[src/rtl/crtc_fetch_sched.sv]
// Arbitrates the shared video-memory port between the CRTC scanline fetcher and a host.
// Each HSYNC rise inside the fetch window pulls WORDS words into the line buffer; the host gets leftover slots.
module crtc_fetch_sched #(
    parameter int AW    = 16,
    parameter int DW    = 16,
    parameter int WORDS = 40,
    parameter int LBW   = 6
) (
    input  logic           dotclk_i,
    input  logic           reset_i,
    input  logic           hsync_i,
    input  logic           vsync_i,
    input  logic           vfen_i,
    input  logic [AW-1:0]  fbase_i,
    input  logic [AW-1:0]  stride_i,
    input  logic           clr_underrun_i,
    input  logic           hstb_i,
    input  logic           hwe_i,
    input  logic [AW-1:0]  hadr_i,
    input  logic [DW-1:0]  hdat_i,
    output logic           hack_o,
    output logic [DW-1:0]  hdat_o,
    output logic           mstb_o,
    output logic           mwe_o,
    output logic [AW-1:0]  madr_o,
    output logic [DW-1:0]  mdat_o,
    input  logic           mack_i,
    input  logic [DW-1:0]  mdat_i,
    output logic           lbwe_o,
    output logic [LBW-1:0] lbadr_o,
    output logic [DW-1:0]  lbdat_o,
    output logic           underrun_o
);

    typedef enum logic [1:0] {
        IDLE = 2'd0,
        VID  = 2'd1,
        HOST = 2'd2
    } state_t;

    localparam logic [LBW-1:0] LAST = LBW'(WORDS - 1);

    state_t         state_q;
    logic           hs_q, vs_q;
    logic [AW-1:0]  lptr_q, lptr_d;
    logic [AW-1:0]  vaddr_q;
    logic [LBW-1:0] vcnt_q;
    logic           vpend_q;
    logic           underrun_q, underrun_d;
    logic           mstb_q, mwe_q, lbwe_q;
    logic [AW-1:0]  madr_q;
    logic [DW-1:0]  mdat_q, lbdat_q;
    logic [LBW-1:0] lbadr_q;

    logic           hs_rise, vs_rise, fetch_go;
    logic [AW-1:0]  line_base;

    always_comb begin
        hs_rise   = hsync_i & ~hs_q;
        vs_rise   = vsync_i & ~vs_q;
        fetch_go  = hs_rise & vfen_i;
        // A frame start on the same edge as the line start must feed the new base straight through.
        line_base = vs_rise ? fbase_i : lptr_q;
        lptr_d    = lptr_q;
        if (vs_rise)
            lptr_d = fbase_i;
        if (fetch_go)
            lptr_d = line_base + stride_i;
        underrun_d = underrun_q;
        if (hs_rise && (vpend_q || state_q == VID))
            underrun_d = 1'b1;
        else if (clr_underrun_i)
            underrun_d = 1'b0;
    end

    always_ff @(posedge dotclk_i) begin
        if (!reset_i) begin
            state_q    <= IDLE;
            hs_q       <= 1'b0;
            vs_q       <= 1'b0;
            lptr_q     <= '0;
            vaddr_q    <= '0;
            vcnt_q     <= '0;
            vpend_q    <= 1'b0;
            underrun_q <= 1'b0;
            mstb_q     <= 1'b0;
            mwe_q      <= 1'b0;
            madr_q     <= '0;
            mdat_q     <= '0;
            lbwe_q     <= 1'b0;
            lbadr_q    <= '0;
            lbdat_q    <= '0;
        end else begin
            hs_q       <= hsync_i;
            vs_q       <= vsync_i;
            lptr_q     <= lptr_d;
            underrun_q <= underrun_d;
            lbwe_q     <= 1'b0;

            // A new line always restarts the fetch; an unfinished one is simply dropped.
            if (hs_rise) begin
                if (vfen_i) begin
                    vaddr_q <= line_base;
                    vcnt_q  <= '0;
                    vpend_q <= 1'b1;
                end else begin
                    vpend_q <= 1'b0;
                end
            end

            case (state_q)
                IDLE: begin
                    if (fetch_go) begin
                        state_q <= VID;
                        mstb_q  <= 1'b1;
                        mwe_q   <= 1'b0;
                        madr_q  <= line_base;
                    end else if (vpend_q && !hs_rise) begin
                        state_q <= VID;
                        mstb_q  <= 1'b1;
                        mwe_q   <= 1'b0;
                        madr_q  <= vaddr_q;
                    end else if (hstb_i) begin
                        state_q <= HOST;
                        mstb_q  <= 1'b1;
                        mwe_q   <= hwe_i;
                        madr_q  <= hadr_i;
                        mdat_q  <= hdat_i;
                    end
                end
                VID: begin
                    if (hs_rise) begin
                        if (vfen_i) begin
                            madr_q <= line_base;
                        end else begin
                            state_q <= IDLE;
                            mstb_q  <= 1'b0;
                        end
                    end else if (mack_i) begin
                        lbwe_q  <= 1'b1;
                        lbadr_q <= vcnt_q;
                        lbdat_q <= mdat_i;
                        vcnt_q  <= vcnt_q + 1'b1;
                        vaddr_q <= vaddr_q + AW'(1);
                        madr_q  <= vaddr_q + AW'(1);
                        if (vcnt_q == LAST) begin
                            state_q <= IDLE;
                            mstb_q  <= 1'b0;
                            vpend_q <= 1'b0;
                        end
                    end
                end
                HOST: begin
                    if (mack_i) begin
                        state_q <= IDLE;
                        mstb_q  <= 1'b0;
                        mwe_q   <= 1'b0;
                    end
                end
                default: begin
                    state_q <= IDLE;
                    mstb_q  <= 1'b0;
                end
            endcase
        end
    end

    assign hack_o     = mack_i & (state_q == HOST);
    assign hdat_o     = mdat_i;
    assign mstb_o     = mstb_q;
    assign mwe_o      = mwe_q;
    assign madr_o     = madr_q;
    assign mdat_o     = mdat_q;
    assign lbwe_o     = lbwe_q;
    assign lbadr_o    = lbadr_q;
    assign lbdat_o    = lbdat_q;
    assign underrun_o = underrun_q;

endmodule

[config.mk]
export PLATFORM = sky130hd
export DESIGN_NAME = crtc_fetch_sched
export DESIGN_NICKNAME = d
export VERILOG_FILES = /design/src/rtl/crtc_fetch_sched.sv
export SDC_FILE = /design/constraint.sdc
export NUM_CORES = 1
export LEC_CHECK = 0
export ABC_AREA = 1
export CORE_ASPECT_RATIO = 0.6
export CORE_MARGIN = 2
export CORE_UTILIZATION = 54
export CTS_BUF_LIST = sky130_fd_sc_hd__clkbuf_8
export CTS_CLUSTER_SIZE = 16
export DETAILED_ROUTE_END_ITERATION = 7
export HOLD_SLACK_MARGIN = 0.03
export PLACE_DENSITY = 0.86
export SETUP_SLACK_MARGIN = 0.02
export SLEW_MARGIN = 0
export SYNTH_ARGS = -nofsm -noshare
export SYNTH_HDL_FRONTEND = slang
export SYNTH_SLANG_ARGS = --single-unit
[constraint.sdc]
create_clock -name dotclk_i -period 6.7 [get_ports dotclk_i]
set_input_delay 1.34 -clock dotclk_i [delete_from_list [all_inputs] [get_ports dotclk_i]]
set_output_delay 1.34 -clock dotclk_i [all_outputs]
set_load 0.1 [all_outputs]
==> qor.csv <==
metric;value;unit
Leakage;3.563;nW
die width;140.3;um
Seq/Total Area, Yosys;0.3359;
Synth Net Count;1054;
area grow syn2layout;28.91;%
Rows;29;
Worst Setup Start Kind;primary input;
dpl hpwl;13180;um
Yosys top cell area share;0.3359;
CP Cell Sequence;clkdlybuf4s50_1, inv_1, nor2_1, clkdlybuf4s50_1;
setup violators final;0;
Num CTS Buffers;9;
Setup Fix Bufs, Post-CTS;0;
# IOs;164;
layout cell share with drive strength beyond 1;0.03538;
routed via count;6510;
Mapped Cells;945;
vias in the first global route;5719;
Fin Clk Skew;0.008238;ns
initial antenna violation count;0;
first-pass GRT wire length;28900;um
DR WL/cell;15.04;um
maximum vdd drop;0.1703;mV
worst-path maximum fanout;4;
Die Ht;85.78;um
critical path required time;5.36;ns
sequential cell area;2022;sq um
multi-input gate area in the final layout;3273;sq um
CTS resizes;0;
Rel. slew slack;0.3310;
Tcrit/Tclk final;0.6810;
CP Buf/Inv Count;3;
crit-path max cell delay;1.14;ns
DRT Pass-1 Iters;5;
CTS root buffer;clkbuf_8;
Tmin final;4.562;ns
Final Util;0.7250;
final WL;18240;um
hold crit path type;register to register;
Worst Path Arrival;3.22;ns
RSZ-0062 raised after global routing;no;
TritonCTS clock tree;done;
vias per inst;5.367;
final net count;1178;
DIE AREA;12040;sq um
# hold bufs at CTS;0;
PD cells;231.7;nW/um^2
Clk pin slew, worst setup/hold paths;0.10;ns
setup TNS;0;ns
clock buffer depth;2;
initial DRC count;782;
GRT Util Overall;0.3003;
most frequent CP cell;clkdlybuf4s50_1;
H-tree Lvls;3;
status;finished, final reports clean;
Top delay family on crit path;buffers and inverters;
maxcap violations;0;
overflow left after global routing;0;
post-synthesis area per instance;6.370;sq um
n_diodes;0;
Remaining DRCs;0;
post-synthesis register bit count;101;
count of final max-slew check failures;0;
Initial Utilization;0.5624;
Crit-path slowest cell;clkdlybuf4s50_1;
CORE AREA;10700;sq um
ranking of synthesized cells by area;dfxtp_1, nand2_1, nor2_1;
post-route ant nets;0;
CTS sink cnt;101;
pin count of the biggest net entering global routing;82;
endpoint type of the worst setup path;output port;
PortBufs;163;
f_max;219.2;MHz
Skew-Pair Late Insertion Delay;0.38;ns
largest area contributor in the netlist;dfxtp_1;
Distinct cells, synth;34;
synth warn;0;
slew at the pin closest to its max-slew limit;1.000;ns
gpl congestion;0.9587;
class of the most critical setup path;primary input to output port;
final-report hold violation count;0;
FILL cells;903;
Synth Cell Area;6020;sq um
worst register-to-register path: stages (launching register included):
cell     delay [ns]
dfxtp_1        0.37
inv_2          0.08
nand2_1        0.44
nand2_1        0.71
nand2_2        0.21
inv_2          0.31
nand3_2        0.32
inv_2          0.35
nor2_1         0.09
nor2_1         0.16
synthesized netlist by cell type:
master,count
o21ai_0,91
clkbuf_1,23
nor2_1,135
inv_2,6
nor3_1,4
o21a_1,4
nand3_1,65
nand2_2,3
nor2_4,3
o211ai_1,4
a21oi_1,66
a21o_1,1
clkinv_1,2
nand3_2,1
fa_1,1
nand3b_4,1
nor4_1,1
nand4_1,10
o2111ai_1,4
buf_4,21
dfxtp_1,101
ha_1,19
o21bai_1,5
o21ai_2,3
xnor2_1,1
buf_2,11
nand2_1,228
inv_1,106
xor2_1,11
o22ai_1,1
a31oi_1,1
a211oi_1,5
a221oi_1,3
o21ai_1,4
cell type report:
cell class,count,area share
Inverter,114,0.05514
Tap cell,139,0.02241
Sequential cell,101,0.2606
Clock buffer,9,0.01596
Multi-Input combinational cell,675,0.4218
Clock inverter,7,0.009674
Timing Repair Buffer,168,0.2144
cells by family (layout without fill, tap and decap cells):
family,after synthesis,after routing,share of synthesized area
DFF,101,101,0.3359
and+or+nand+nor,451,451,0.3089
xor gates and xnor gates,12,12,0.01746
AOI/OAI and AO/OA,192,192,0.1742
adders and majority gates,20,20,0.04282
buffers and inverters,169,298,0.1208
power by group:
| group | switching, mW | internal (mW) | total (mW) |
|---|---|---|---|
| Clock | 0.231 | 0.176 | 0.406 |
| Combinational | 0.509 | 0.205 | 0.714 |
| Sequential | 0.0289 | 0.649 | 0.678 |
| Total | 0.769 | 1.03 | 1.80 |
metal layers:
metal / global-route usage / routed length (um) / up-vias
met3: 0.08431 / 1994 / 20
met1: 0.4538 / 8884 / 2885
met2: 0.4251 / 7162 / 323
met4: 0.06061 / 198 / 0
met5: 0 / 0 / -
li1: - / - / 3282
stage by stage:
step / hold slack, ns / instances / total power, mW / cell area, sq um / worst slack [ns]
final: 0.4688 / 1213 / 1.798 / 7760 / 2.138
after CTS: 0.4712 / 1213 / 1.790 / 7760 / 2.138
after detailed placement: 0.4563 / 1197 / 1.392 / 7561 / 2.027
after global routing: 0.4860 / 1213 / 1.874 / 7760 / 1.985
after global placement: 0.4549 / 1197 / 1.385 / 7561 / 2.133
after floorplan: 0.4438 / 945 / 1.207 / 6020 / 2.705
final timing paths:
check / start / endpoint / slack [ns] / cells after the start
setup / recovery: mack_i / hack_o / 2.14 / 4
hold / removal: madr_o[14] / madr_o[14] / 0.47 / 2
setup reg to reg: hs_q / mdat_o[6] / 3.59 / 9
hold reg to reg: madr_o[14] / madr_o[14] / 0.47 / 2
placed cells by master (no fill, tap or decap), types with 2 or more instances in the layout:
cell / count
dfxtp_1: 101
o2111ai_1: 4
buf_4: 5
inv_2: 6
nand2_1: 228
o211ai_1: 4
clkinv_4: 2
a211oi_1: 5
o21a_1: 4
nand4_1: 10
o21ai_2: 3
nor2_1: 134
o21ai_1: 4
nand2_2: 3
ha_1: 19
a221oi_1: 3
inv_1: 108
nand3_1: 65
o21ai_0: 91
o21bai_1: 5
clkbuf_8: 9
nor2_4: 3
xor2_1: 11
a21oi_1: 66
nor3_1: 4
clkinv_1: 2
clkdlybuf4s50_1: 162
sequential cells by signal (all words and copies together) (netlist names):
register / count
vcnt_q: 6
vpend_q: 1
lbadr_o: 6
state_q: 2
lbdat_o: 16
underrun_o: 1
lptr_q: 16
mdat_o: 16
madr_o: 16
vs_q: 1
lbwe_o: 1
vaddr_q: 16
hs_q: 1
mstb_o: 1
mwe_o: 1
Note: power is estimated with default switching activity, not from simulation.
